$ cat src/rtl/vc_write_buffer_pkg.sv
// vc_write_buffer_pkg: shared types for the victim-cache write-back buffer.
// Contents: LC-3b word/block types, the line tag type, the buffer entry
// struct, the buffer FSM state encoding and a line-address helper.
// No ports (package).
package vc_write_buffer_pkg;

  localparam int unsigned ADDR_W   = 16;
  localparam int unsigned LINE_W   = 128;
  localparam int unsigned OFFSET_W = 4;
  localparam int unsigned TAG_W    = ADDR_W - OFFSET_W;

  typedef logic [ADDR_W-1:0] lc3b_word;
  typedef logic [LINE_W-1:0] lc3b_block;
  typedef logic [TAG_W-1:0]  lc3b_line_tag;

  typedef struct packed {
    logic         valid;
    lc3b_line_tag tag;
    lc3b_block    data;
  } wb_entry;

  typedef enum logic [1:0] {
    S_IDLE      = 2'd0,
    S_ACK       = 2'd1,
    S_PMEM_READ = 2'd2,
    S_DRAIN     = 2'd3
  } wb_state_e;

  // Line-aligned address for a tag (offset bits forced to zero).
  function automatic lc3b_word line_addr(lc3b_line_tag tag);
    return {tag, OFFSET_W'(0)};
  endfunction

endpackage

$ cat src/rtl/vc_write_buffer_wb_entry_array.sv
// wb_entry_array: circular store of buffered dirty lines.
// Ports:
//   clk, rst                 clock, synchronous active-high reset
//   lookup_tag_i             tag compared against every valid entry
//   hit_o/hit_idx_o/hit_data_o  match flag, index and data of matching entry
//   head_tag_o/head_data_o   oldest entry (next to drain)
//   full_o, empty_o          occupancy flags
//   enq_i/enq_tag_i/enq_data_i  append a new entry at the tail
//   ovw_i/ovw_idx_i/ovw_data_i  replace data of an existing entry
//   pop_i                    retire the head entry
module wb_entry_array
  import vc_write_buffer_pkg::*;
#(
  parameter  int unsigned DEPTH = 4,
  localparam int unsigned PTR_W = $clog2(DEPTH)
) (
  input  logic             clk,
  input  logic             rst,
  input  lc3b_line_tag     lookup_tag_i,
  output logic             hit_o,
  output logic [PTR_W-1:0] hit_idx_o,
  output lc3b_block        hit_data_o,
  output lc3b_line_tag     head_tag_o,
  output lc3b_block        head_data_o,
  output logic             full_o,
  output logic             empty_o,
  input  logic             enq_i,
  input  lc3b_line_tag     enq_tag_i,
  input  lc3b_block        enq_data_i,
  input  logic             ovw_i,
  input  logic [PTR_W-1:0] ovw_idx_i,
  input  lc3b_block        ovw_data_i,
  input  logic             pop_i
);

  localparam int unsigned CNT_W = $clog2(DEPTH + 1);

  wb_entry          entries_q [DEPTH];
  logic [PTR_W-1:0] head_q, tail_q;
  logic [CNT_W-1:0] count_q;

  // Parallel tag compare; at most one valid entry can match a tag.
  always_comb begin
    hit_o     = 1'b0;
    hit_idx_o = '0;
    for (int i = 0; i < int'(DEPTH); i++) begin
      if (!hit_o && entries_q[i].valid && entries_q[i].tag == lookup_tag_i) begin
        hit_o     = 1'b1;
        hit_idx_o = PTR_W'(i);
      end
    end
  end

  assign hit_data_o  = entries_q[hit_idx_o].data;
  assign head_tag_o  = entries_q[head_q].tag;
  assign head_data_o = entries_q[head_q].data;
  assign full_o      = (count_q == CNT_W'(DEPTH));
  assign empty_o     = (count_q == '0);

  // Storage and pointer update; the FSM never enqueues and pops together.
  always_ff @(posedge clk) begin
    if (rst) begin
      for (int i = 0; i < int'(DEPTH); i++) entries_q[i] <= '0;
      head_q  <= '0;
      tail_q  <= '0;
      count_q <= '0;
    end else begin
      if (enq_i) begin
        entries_q[tail_q] <= '{valid: 1'b1, tag: enq_tag_i, data: enq_data_i};
        tail_q            <= tail_q + PTR_W'(1);
      end
      if (ovw_i) entries_q[ovw_idx_i].data <= ovw_data_i;
      if (pop_i) begin
        entries_q[head_q].valid <= 1'b0;
        head_q                  <= head_q + PTR_W'(1);
      end
      case ({enq_i, pop_i})
        2'b10:   count_q <= count_q + CNT_W'(1);
        2'b01:   count_q <= count_q - CNT_W'(1);
        default: ;
      endcase
    end
  end

endmodule

$ cat src/rtl/vc_write_buffer.sv
// vc_write_buffer: write-back buffer between the victim cache and memory.
// Absorbs line writes in one cycle, coalesces writes to buffered lines,
// drains entries to memory in FIFO order while upstream is idle, and passes
// read misses through to memory.
// Build option: VC_WB_READ_FORWARD_EN serves read hits from the buffer;
// without it a read hit drains the buffer until the line is gone, then
// reads memory.
// Ports:
//   clk, rst                        clock, synchronous active-high reset
//   mem_address/read/write/wdata    upstream request (level, held to mem_resp)
//   mem_rdata, mem_resp             upstream completion pulse and read data
//   pmem_address/read/write/wdata   memory request (held to pmem_resp)
//   pmem_rdata, pmem_resp           memory completion and read data
module vc_write_buffer
  import vc_write_buffer_pkg::*;
#(
  parameter int unsigned DEPTH = 4
) (
  input  logic          clk,
  input  logic          rst,
  input  logic [15:0]   mem_address,
  input  logic          mem_read,
  input  logic          mem_write,
  input  logic [127:0]  mem_wdata,
  output logic [127:0]  mem_rdata,
  output logic          mem_resp,
  output logic [15:0]   pmem_address,
  output logic          pmem_read,
  output logic          pmem_write,
  output logic [127:0]  pmem_wdata,
  input  logic [127:0]  pmem_rdata,
  input  logic          pmem_resp
);

  localparam int unsigned PTR_W = $clog2(DEPTH);

  wb_state_e        state_q, state_d;
  logic             pmem_read_q, pmem_read_d;
  logic             pmem_write_q, pmem_write_d;
  lc3b_word         pmem_address_q, pmem_address_d;
  lc3b_block        pmem_wdata_q, pmem_wdata_d;
  logic             ack_q, ack_d;
  lc3b_block        ack_data_q, ack_data_d;

  lc3b_line_tag     req_tag;
  logic [3:0]       unused_addr_bits;
  logic             hit, full, empty;
  logic [PTR_W-1:0] hit_idx;
  lc3b_block        hit_data, head_data;
  lc3b_line_tag     head_tag;
  logic             enq, ovw, pop;
  logic             rd_done;

  assign req_tag          = mem_address[15:4];
  assign unused_addr_bits = mem_address[3:0];

`ifndef VC_WB_READ_FORWARD_EN
  lc3b_block unused_hit_data;
  assign unused_hit_data = hit_data;
`endif

  wb_entry_array #(.DEPTH(DEPTH)) u_entries (
    .clk          (clk),
    .rst          (rst),
    .lookup_tag_i (req_tag),
    .hit_o        (hit),
    .hit_idx_o    (hit_idx),
    .hit_data_o   (hit_data),
    .head_tag_o   (head_tag),
    .head_data_o  (head_data),
    .full_o       (full),
    .empty_o      (empty),
    .enq_i        (enq),
    .enq_tag_i    (req_tag),
    .enq_data_i   (mem_wdata),
    .ovw_i        (ovw),
    .ovw_idx_i    (hit_idx),
    .ovw_data_i   (mem_wdata),
    .pop_i        (pop)
  );

  // Next state, buffer strokes and next registered outputs.
  always_comb begin
    state_d    = state_q;
    enq        = 1'b0;
    ovw        = 1'b0;
    pop        = 1'b0;
    ack_data_d = '0;

    case (state_q)
      S_IDLE: begin
        if (mem_read) begin
          if (hit) begin
`ifdef VC_WB_READ_FORWARD_EN
            state_d    = S_ACK;
            ack_data_d = hit_data;
`else
            state_d    = S_DRAIN;
`endif
          end else begin
            state_d = S_PMEM_READ;
          end
        end else if (mem_write) begin
          if (hit) begin
            ovw     = 1'b1;
            state_d = S_ACK;
          end else if (!full) begin
            enq     = 1'b1;
            state_d = S_ACK;
          end else begin
            // Make room; the write is re-evaluated once back in idle.
            state_d = S_DRAIN;
          end
        end else if (!empty) begin
          state_d = S_DRAIN;
        end
      end
      S_ACK:       state_d = S_IDLE;
      S_PMEM_READ: if (pmem_resp) state_d = S_IDLE;
      S_DRAIN: begin
        if (pmem_resp) begin
          pop     = 1'b1;
          state_d = S_IDLE;
        end
      end
      default:     state_d = S_IDLE;
    endcase

    pmem_read_d    = (state_d == S_PMEM_READ);
    pmem_write_d   = (state_d == S_DRAIN);
    ack_d          = (state_d == S_ACK);
    pmem_address_d = '0;
    pmem_wdata_d   = '0;
    if (state_d == S_PMEM_READ) pmem_address_d = line_addr(req_tag);
    // Head is untouched until the pop, so drain outputs stay stable.
    if (state_d == S_DRAIN) begin
      pmem_address_d = line_addr(head_tag);
      pmem_wdata_d   = head_data;
    end
  end

  // State and output registers.
  always_ff @(posedge clk) begin
    if (rst) begin
      state_q        <= S_IDLE;
      pmem_read_q    <= 1'b0;
      pmem_write_q   <= 1'b0;
      pmem_address_q <= '0;
      pmem_wdata_q   <= '0;
      ack_q          <= 1'b0;
      ack_data_q     <= '0;
    end else begin
      state_q        <= state_d;
      pmem_read_q    <= pmem_read_d;
      pmem_write_q   <= pmem_write_d;
      pmem_address_q <= pmem_address_d;
      pmem_wdata_q   <= pmem_wdata_d;
      ack_q          <= ack_d;
      ack_data_q     <= ack_data_d;
    end
  end

  // Read misses complete in the same cycle memory responds.
  assign rd_done      = (state_q == S_PMEM_READ) && pmem_resp;
  assign mem_resp     = ack_q | rd_done;
  assign mem_rdata    = ack_q ? ack_data_q : (rd_done ? pmem_rdata : '0);
  assign pmem_read    = pmem_read_q;
  assign pmem_write   = pmem_write_q;
  assign pmem_address = pmem_address_q;
  assign pmem_wdata   = pmem_wdata_q;

endmodule

$ cat config.mk
export PLATFORM = sky130hd
export DESIGN_NAME = vc_write_buffer
export DESIGN_NICKNAME = d
export VERILOG_FILES = /design/src/rtl/vc_write_buffer_pkg.sv /design/src/rtl/vc_write_buffer_wb_entry_array.sv /design/src/rtl/vc_write_buffer.sv
export SDC_FILE = /design/constraint.sdc
export NUM_CORES = 1
export LEC_CHECK = 0
export ABC_AREA = 0
export CAP_MARGIN = 0
export CELL_PAD_IN_SITES_DETAIL_PLACEMENT = 0
export CELL_PAD_IN_SITES_GLOBAL_PLACEMENT = 1
export CORE_MARGIN = 2
export CORE_UTILIZATION = 40
export CTS_BUF_LIST = sky130_fd_sc_hd__clkbuf_8
export DETAILED_ROUTE_END_ITERATION = 7
export GPL_ROUTABILITY_DRIVEN = 0
export MAX_ROUTING_LAYER = met4
export PLACE_DENSITY = 0.76
export SYNTH_ARGS = -nofsm -noshare
export SYNTH_HDL_FRONTEND = slang
export SYNTH_SLANG_ARGS = --single-unit
$ cat constraint.sdc
create_clock -name clk -period 9.58 [get_ports clk]
set_input_delay 1.916 -clock clk [delete_from_list [all_inputs] [get_ports clk]]
set_output_delay 1.916 -clock clk [all_outputs]
set_load 0.05 [all_outputs]
Word-level counts from Yosys, hierarchy flattened
Memories as Yosys holds them, arrays and structs flattened. A register that Yosys moved wholly into a read port is not among the register bits. Index checks and enable logic that the tools add are counted.

Add/sub/neg operators: 4. Eq/ne operators: 13. Mux-type cells: 53. Bitwise logic cells: 2. Reduce and logical (&&, ||, !) cells: 20.

Operators by type and width (number): $mux 141 (3); $reduce_or 141->1 (3); $mux 128 (2); $eq 12x12->1 (4); $mux 16 (2); $mux 1 (29); $mux 2 (14); $eq 2x2->1 const B (5); $logic_and 1x1->1 (8); $eq 2x1->1 const B (3); $pmux 2 s3 (1); $pmux 3 s2 (1); $reduce_or 2->1 (3); $add 2x1->2 const B (2); $add 3x1->3 const B (1); $eq 3x3->1 const B (1); $logic_not 1->1 (3); $logic_not 3->1 (1); $mux 3 (1); $sub 3x1->3 const B (1); $logic_not 2->1 (1); $reduce_bool 2->1 (1); $not 1->1 (1); $or 1x1->1 (1).

Register bits: 156. Bits in writable memories: 564. Bits of input ports: 277. Output and inout bits: 275. Word-level logic and storage cells: 103. Memories: 1.

Memory list: u_entries.entries_q (depth 4, bits a word 141, read ports 5, clocked after Yosys merged registers in 1, write ports 4, line vc_write_buffer_wb_entry_array.sv:38) `wb_entry entries_q [DEPTH];`.

Logic depth before layout (Yosys ltp)
Gate-level depths: netlist of run 1. An unclocked memory read counts as a cell.

Word-level depth: 27. Mapped depth: 13. Depth with buffers taken out: 11.

Hierarchy
A second synthesis of run 1 with hierarchy kept.

Cells, all modules: 2791. Area total of the unflattened synthesis: 37021.8 µm².

By module, submodules not included: wb_entry_array (times used 1, cells an instance 2274, area an instance 31836.8 µm²); vc_write_buffer (times used 1, cells an instance 517, area an instance 5185.0 µm²).

Worst setup path after synthesis of run 1
Ideal clock, no wire load.

Path type: input -> register. From: input port mem_address[4]. To: memory u_entries.entries_q[3][0] in the netlist's numbering (enable). Setup time: 0.617 ns. Arrival: 8.848 ns. Path slack: 0.115 ns. Cell stages on the path: 9. Path buffers: 2. Path through: buf_2 -> xnor2_1 -> o2111ai_1 -> or4_4 -> nor4bb_1 -> buf_6 -> a2bb2oi_4 -> nand3_1 -> nor2_1.

RTL lines: from (decl) (line vc_write_buffer.sv:21) `input logic [15:0] mem_address,`; to (decl) (line vc_write_buffer_wb_entry_array.sv:38).

Worst setup path after layout of run 1
From: input port pmem_resp. To: output port mem_rdata[3].

Word-level cells in the longest chain between the ends: 3.

RTL lines: from (decl) (line vc_write_buffer.sv:32) `input logic pmem_resp`; $logic_and 1x1->1 (line vc_write_buffer.sv:164) `assign rd_done = (state_q == S_PMEM_READ) && pmem_resp;`; $mux 128 (2 in series) (line vc_write_buffer.sv:166) `assign mem_rdata = ack_q ? ack_data_q : (rd_done ? pmem_rdata : '0);`; to (decl) (line vc_write_buffer.sv:25) `output logic [127:0] mem_rdata,`.

No other way between the ends.

==> impl_metrics.ini, run 1 <==
[synthesis]
synth-xor-area-share_pct = 1.50
synth_top_family_by_area = simple AND/OR/NAND/NOR gates
synth_area_um2 = 30400
yosysSeqAreaShare_pct = 65.9
synth_compound_area_share_pct = 0.783
synth_fa_ha_area_share_pct = 0.107
synth_mux_area_share_pct = 10.8
netlist_instances = 2024
synth.distinct_cells = 55
ys.flop_type = edfxtp_1
avgSynthCellArea_um2 = 15.0
synth_edf_count = 564
synthArstFlopShare_pct = 0
synth_warnings = 0
ys_seq_elements = 718
yosys.area_share.simple_pct = 18.7

[layout]
fillers = 6449
layout_commonest_cell = and2_1
multi_input_area_um2 = 9770
instances_no_fill = 3659
drive_above_1_share_pct = 13.2
area.growth.synth_to_final_pct = 29.0
final_cell_mix = and2_1 (656), edfxtp_1 (564), clkdlybuf4s50_1 (543)
seq_area_um2 = 20000
nets = 2840

[drt]
routed_via_density = 5.04
drtIter0Drc = 1274
drc = 0
wl_per_cell_um = 23.8
ant_nets = 0
drt_pre_antenna_iters = 5
routed_wl_mm = 86.9
via_count = 18431

[timing]
finalCritPeriodShare_pct = 68.8
fin_skew_ps = 39.0
fmax_mhz = 152
setup-violations-final = 0
worst_pin_slew_ps = 1280
setup_tns_ps = 0
slew_violations = 0
min_period_ps = 6590
grt_setup_unrepaired = false
hold_viol = 0
relSlewSlack_pct = 14.5

[hold_path]
hold_path_depth = 2
hp-class = flop to flop
hold_start = u_entries.count_q[2]$_SDFFE_PP0P_

[setup_path]
crit_required_ps = 7660
critPathArrivalTime_ps = 4680
worst_setup_path_end_kind = primary output
critPathMaxFanout = 128
worstRegToRegCells = 9
critPathLaunch = pmem_resp
timing.rr.start = u_entries.entries_q[0][139]$_SDFFCE_PN0P_
critPathKind = primary input to primary output
crit_path_start_kind = primary input

[placement]
port_buffers = 543
dp_hpwl_mm = 53.4
place_inst = 3420

[clock_tree]
h-tree-depth = 3
numCtsBuffers = 117
cts_tree = done
ctsLongestPathBuffers = 3
clkTransAtPathRegs_ps = 60
cts_setup_buffers = 0
clock_sinks = 718
ctsResizeCount = 0
cts_hold_buf = 0
clk_latency_ps = 730
ctsRootBufferMaster = clkbuf_8

[die]
fp.dieW_um = 280
fp-row-count = 101
start_util_pct = 40.2
core_um2 = 75600
die-area_um2 = 78100
die_y_um = 280
ios = 552

[job]
maxCapViolations = 0

[power]
p_per_area_nw_per_um2 = 176
p_leak_nw = 14.1
ir_worst_vdd_v = 0.000109

[global_routing]
grt_pass1_vias = 19283
grt_pass1_wl_mm = 125
grt-ovfl-total = 0
grt_antenna_before_repair = 24
grt_usage_pct = 22.5
grt_max_degree = 129

[run_status]
status = completed
## Yosys cell counts, types with 2 or more instances
library cell / number / area [um2]
and2_1: 656 / 4100
edfxtp_1: 564 / 16900
dfxtp_1: 154 / 3080
mux4_2: 140 / 3150
nor2b_1: 129 / 807
clkbuf_1: 96 / 360
xnor2_1: 48 / 420
buf_2: 44 / 220
nand2_1: 38 / 143
and3_1: 24 / 150
nor2_1: 15 / 56.3
mux2i_1: 12 / 120
and4_1: 11 / 96.3
a21oi_1: 10 / 50.1
nand3_1: 7 / 35.0
nand4_1: 7 / 43.8
nor3_1: 7 / 35.0
inv_1: 6 / 22.5
buf_4: 5 / 37.5
or2_2: 4 / 25.0
xor2_1: 4 / 35.0
a21o_1: 3 / 22.5
nand2b_1: 3 / 18.8
clkbuf_2: 2 / 10.0
nor4_2: 2 / 25.0
nor4b_4: 2 / 47.6
o21bai_1: 2 / 15.0
or3_1: 2 / 12.5
## flip-flops by register name (all words and copies together), names as in the netlist, named ones only
name / cells
ack_q: 1
pmem_address: 12
pmem_read: 1
pmem_wdata: 128
pmem_write: 1
state_q: 2
u_entries.count_q: 3
u_entries.entries_q: 564
u_entries.head_q: 2
u_entries.tail_q: 2
## path summary, 6_finish.rpt
| kind | to | slack (ps) |
|---|---|---|
| hold reg to reg | u_entries.count_q[2]$_SDFFE_PP0P_ | 530 |
| setup / recovery | mem_rdata[3] | 2990 |
| setup reg to reg | u_entries.entries_q[0][95]$_SDFFCE_PN0P_ | 4960 |
| hold / removal | u_entries.count_q[2]$_SDFFE_PP0P_ | 530 |
## critical path, stage by stage
cell and delay, ps:
clkdlybuf4s50_1 600, nand2_1 120, nor3_2 130, buf_4 720, and2_1 230, clkdlybuf4s50_1 890
## through the flow
stage          utilization [%]  hold WS (ps)  setup slack (ps)  power, mW  area, um2
6_report                  51.8           526              2990       6.91      39200
5_1_grt                   51.8           591              2800       7.15      39200
4_1_cts                   51.8           523              2930       6.98      39100
3_5_place_dp              48.6           515              2680       4.31      36700
3_3_place_gp              48.6           511              2680       4.30      36700
2_1_floorplan                -           480               115       4.00      30400
## cell families (layout without fill, tap and decap cells)
logic type               Yosys count  in the layout
AND/OR/NAND/NOR                  915            915
adder cells (fa/ha/maj)            2              2
multiplexers                     152            152
buffers and inverters            155            791
AO/OA/AOI/OAI                     29             29
other                              1             22
XOR/XNOR                          52             52
flip-flops                       718            718
## cell type report
class,count,area share [%]
Multi-Input combinational cell,1154,25.0
Clock inverter,83,1.27
Clock buffer,138,4.85
Timing Repair Buffer,564,14.5
Inverter,6,0.0575
Sequential cell,718,51.1
Antenna cell,18,0.115
Tap cell,978,3.12
## metal layers
| metal | up-vias | GRT usage [%] | part of all wire [%] |
|---|---|---|---|
| met5 | - | - | 0 |
| met4 | 0 | 8.43 | 3.2 |
| met3 | 140 | 4.80 | 6.0 |
| met2 | 677 | 38.1 | 52 |
| met1 | 9332 | 26.3 | 39 |
| li1 | 8282 | - | - |
## report_power, final
group          internal [mW]  switching, mW
clock network           1.43           1.24
logic                  0.266          0.399
registers               3.52         0.0480
(Power assumes the default switching activity.)
==> run 2, diff against run 1 <==
--- a/config.mk
+++ b/config.mk
@@ -15,7 +15,7 @@
 export DETAILED_ROUTE_END_ITERATION = 7
 export GPL_ROUTABILITY_DRIVEN = 0
 export MAX_ROUTING_LAYER = met4
-export PLACE_DENSITY = 0.76
+export PLACE_DENSITY = 0.73
 export SYNTH_ARGS = -nofsm -noshare
 export SYNTH_HDL_FRONTEND = slang
 export SYNTH_SLANG_ARGS = --single-unit
==> constraint.sdc (replaced) <==
create_clock -name clk -period 6.9 [get_ports clk]
set_input_delay 1.38 -clock clk [delete_from_list [all_inputs] [get_ports clk]]
set_output_delay 1.38 -clock clk [all_outputs]
set_load 0.05 [all_outputs]
==> run 2 against run 1 <==
  * Utilization about the same
  * Clock power up 33%
  * Worst hold slack better by 2.2 ps
  * Critical endpoint is now mem_rdata[4]
  * Largest cell class unchanged
  * Highest routed layer unchanged
==> impl_metrics.ini, run 2 (synthesis gave the netlist of run 1 again) <==
[timing]
setup-violations-final = 0
fin_skew_ps = 49.7
min_period_ps = 5200
setup_tns_ps = 0
fmax_mhz = 192
slew_violations = 0
finalCritPeriodShare_pct = 75.3
relSlewSlack_pct = 20.0
grt_setup_unrepaired = false
hold_viol = 0
worst_pin_slew_ps = 1190

[layout]
layout_commonest_cell = and2_1
final_cell_mix = and2_1 (656), edfxtp_1 (564), clkdlybuf4s50_1 (543)
area.growth.synth_to_final_pct = 29.1
nets = 2845
design_area_um2 = 39200
seq_area_um2 = 20000
drive_above_1_share_pct = 13.3
fillers = 6449
utilization_pct = 51.9
instances_no_fill = 3676
largest_reg_flops = 564
multi_input_area_um2 = 9770
regMostFlops = u_entries.entries_q

[die]
fp.dieW_um = 280
ios = 552
core_um2 = 75600
die-area_um2 = 78100
die_y_um = 280
fp-row-count = 101
start_util_pct = 40.2

[power]
p_per_area_nw_per_um2 = 241
p_int_mw = 7.11
p_leak_nw = 14.1
clockPowerShare_pct = 37.6
combPwrFrac_pct = 9.9
ir_worst_vdd_v = 0.000126
p_sw_share_pct = 24.7
p_switching_mw = 2.33
power_frac_seq_pct = 52.5

[setup_path]
max_stage_delay_ps = 900
worst-r2r-setup-slack_ps = 2910
worstRegToRegCells = 9
reg2reg_to = u_entries.entries_q[1][20]$_SDFFCE_PN0P_
critPathKind = primary input to primary output
critical_path.cell_chain = clkdlybuf4s50_1 > nand2_1 > nor3_2 > buf_12 > and2_1 > clkdlybuf4s50_1
slowest_stage = clkdlybuf4s50_1
worst_path_most_repeated_cell = clkdlybuf4s50_1
worst_setup_path_end_kind = primary output
timing.rr.start = u_entries.entries_q[0][129]$_SDFFCE_PN0P_
crit_required_ps = 5520
critPathMaxFanout = 128
critPathArrivalTime_ps = 3820
crit_path_start_kind = primary input

[clock_tree]
ctsLongestPathBuffers = 3
numCtsBuffers = 115
ctsRootBufferMaster = clkbuf_8
cts_tree = done
cts_setup_buffers = 0
h-tree-depth = 3
cts_hold_buf = 0
ctsResizeCount = 0
clkTransAtPathRegs_ps = 50
clock_sinks = 718
clk_latency_ps = 730

[placement]
place_inst = 3427
port_buffers = 543
dp_hpwl_mm = 53.2
placed_area_um2 = 36900

[drt]
ant_nets = 0
drtIter0Drc = 1172
wl_per_cell_um = 23.5
drc = 0
routed_wl_mm = 86.5
drt_pre_antenna_iters = 5
via_count = 18408
routed_via_density = 5.01

[hold_path]
hold_start = u_entries.count_q[2]$_SDFFE_PP0P_
hold_path_end = u_entries.count_q[2]$_SDFFE_PP0P_
hold_path_depth = 2
hp-class = flop to flop

[global_routing]
grt_usage_pct = 22.4
grt_pass1_vias = 19295
grt_antenna_before_repair = 38
grt-ovfl-total = 0
grt_max_degree = 129
grt_pass1_wl_mm = 124

[run_status]
status = completed

[job]
maxCapViolations = 0
-- run 2: cell types whose count changed in the layout (fill, tap and decap cells not counted) --
cell        delta
buf_12         +6
buf_4          +1
bufinv_16      -2
clkbuf_8       -5
clkinv_1       +4
clkinv_2       +7
clkinv_4       -1
clkinvlp_4     -1
diode_2       +11
inv_6          -2
inv_8          -1
-- run 2: area by class of cell --
class | count | share of cell area, %
antenna | 29 | 0.185
clock buffer | 133 | 4.67
clock inverter | 87 | 1.12
inverter | 6 | 0.0575
multi-input combinational | 1154 | 24.9
sequential | 718 | 51.1
tap | 978 | 3.12
timing repair buffer | 571 | 14.8
-- run 2: worst max path at each step --
stage                         start                                  endpoint  slack, ps  cells past startpoint
floorplan            mem_address[4]       u_entries.entries_q[3][0]$_DFFE_PP_        130                      9
global placement     mem_address[7]  u_entries.entries_q[2][17]$_SDFFCE_PN0P_       1200                      9
detailed placement  mem_address[12]  u_entries.entries_q[2][71]$_SDFFCE_PN0P_       1190                      9
CTS                       pmem_resp                              mem_rdata[4]       1700                      6
global route              pmem_resp                             mem_rdata[53]       1580                      6
finish                    pmem_resp                              mem_rdata[4]       1700                      6
-- run 2: power groups by stage --
stage / logic [mW] / clock network, mW / registers [mW]
detailed placement: 0.945 / 0 / 5.05
CTS: 0.951 / 3.65 / 4.96
global placement: 0.948 / 0 / 5.04
finish: 0.932 / 3.55 / 4.96
global route: 0.987 / 3.83 / 4.97
floorplan: 0.432 / 0 / 5.12
-- run 2: metrics by stage --
| step | total power [mW] | hold slack, ps | setup WS (ps) |
|---|---|---|---|
| after floorplan | 5.55 | 480 | 130 |
| after global placement | 5.98 | 505 | 1200 |
| after detailed placement | 5.99 | 514 | 1190 |
| after CTS | 9.56 | 523 | 1700 |
| after global routing | 9.80 | 567 | 1580 |
| final | 9.43 | 528 | 1700 |
-- run 2: per-layer routing --
layer / global-route usage, % / vias to the layer above / routed length, um
li1: - / 8306 / -
met1: 25.4 / 9265 / 33200
met2: 36.7 / 654 / 44600
met3: 4.86 / 183 / 5160
met4: 13.1 / 0 / 3620
met5: - / - / 0
-- run 2: worst max-delay path: cells and delay by family --
| kind | cells | cell delay (ps) |
|---|---|---|
| AND/OR/NAND/NOR | 3 | 510 |
| buffers and inverters | 3 | 1860 |
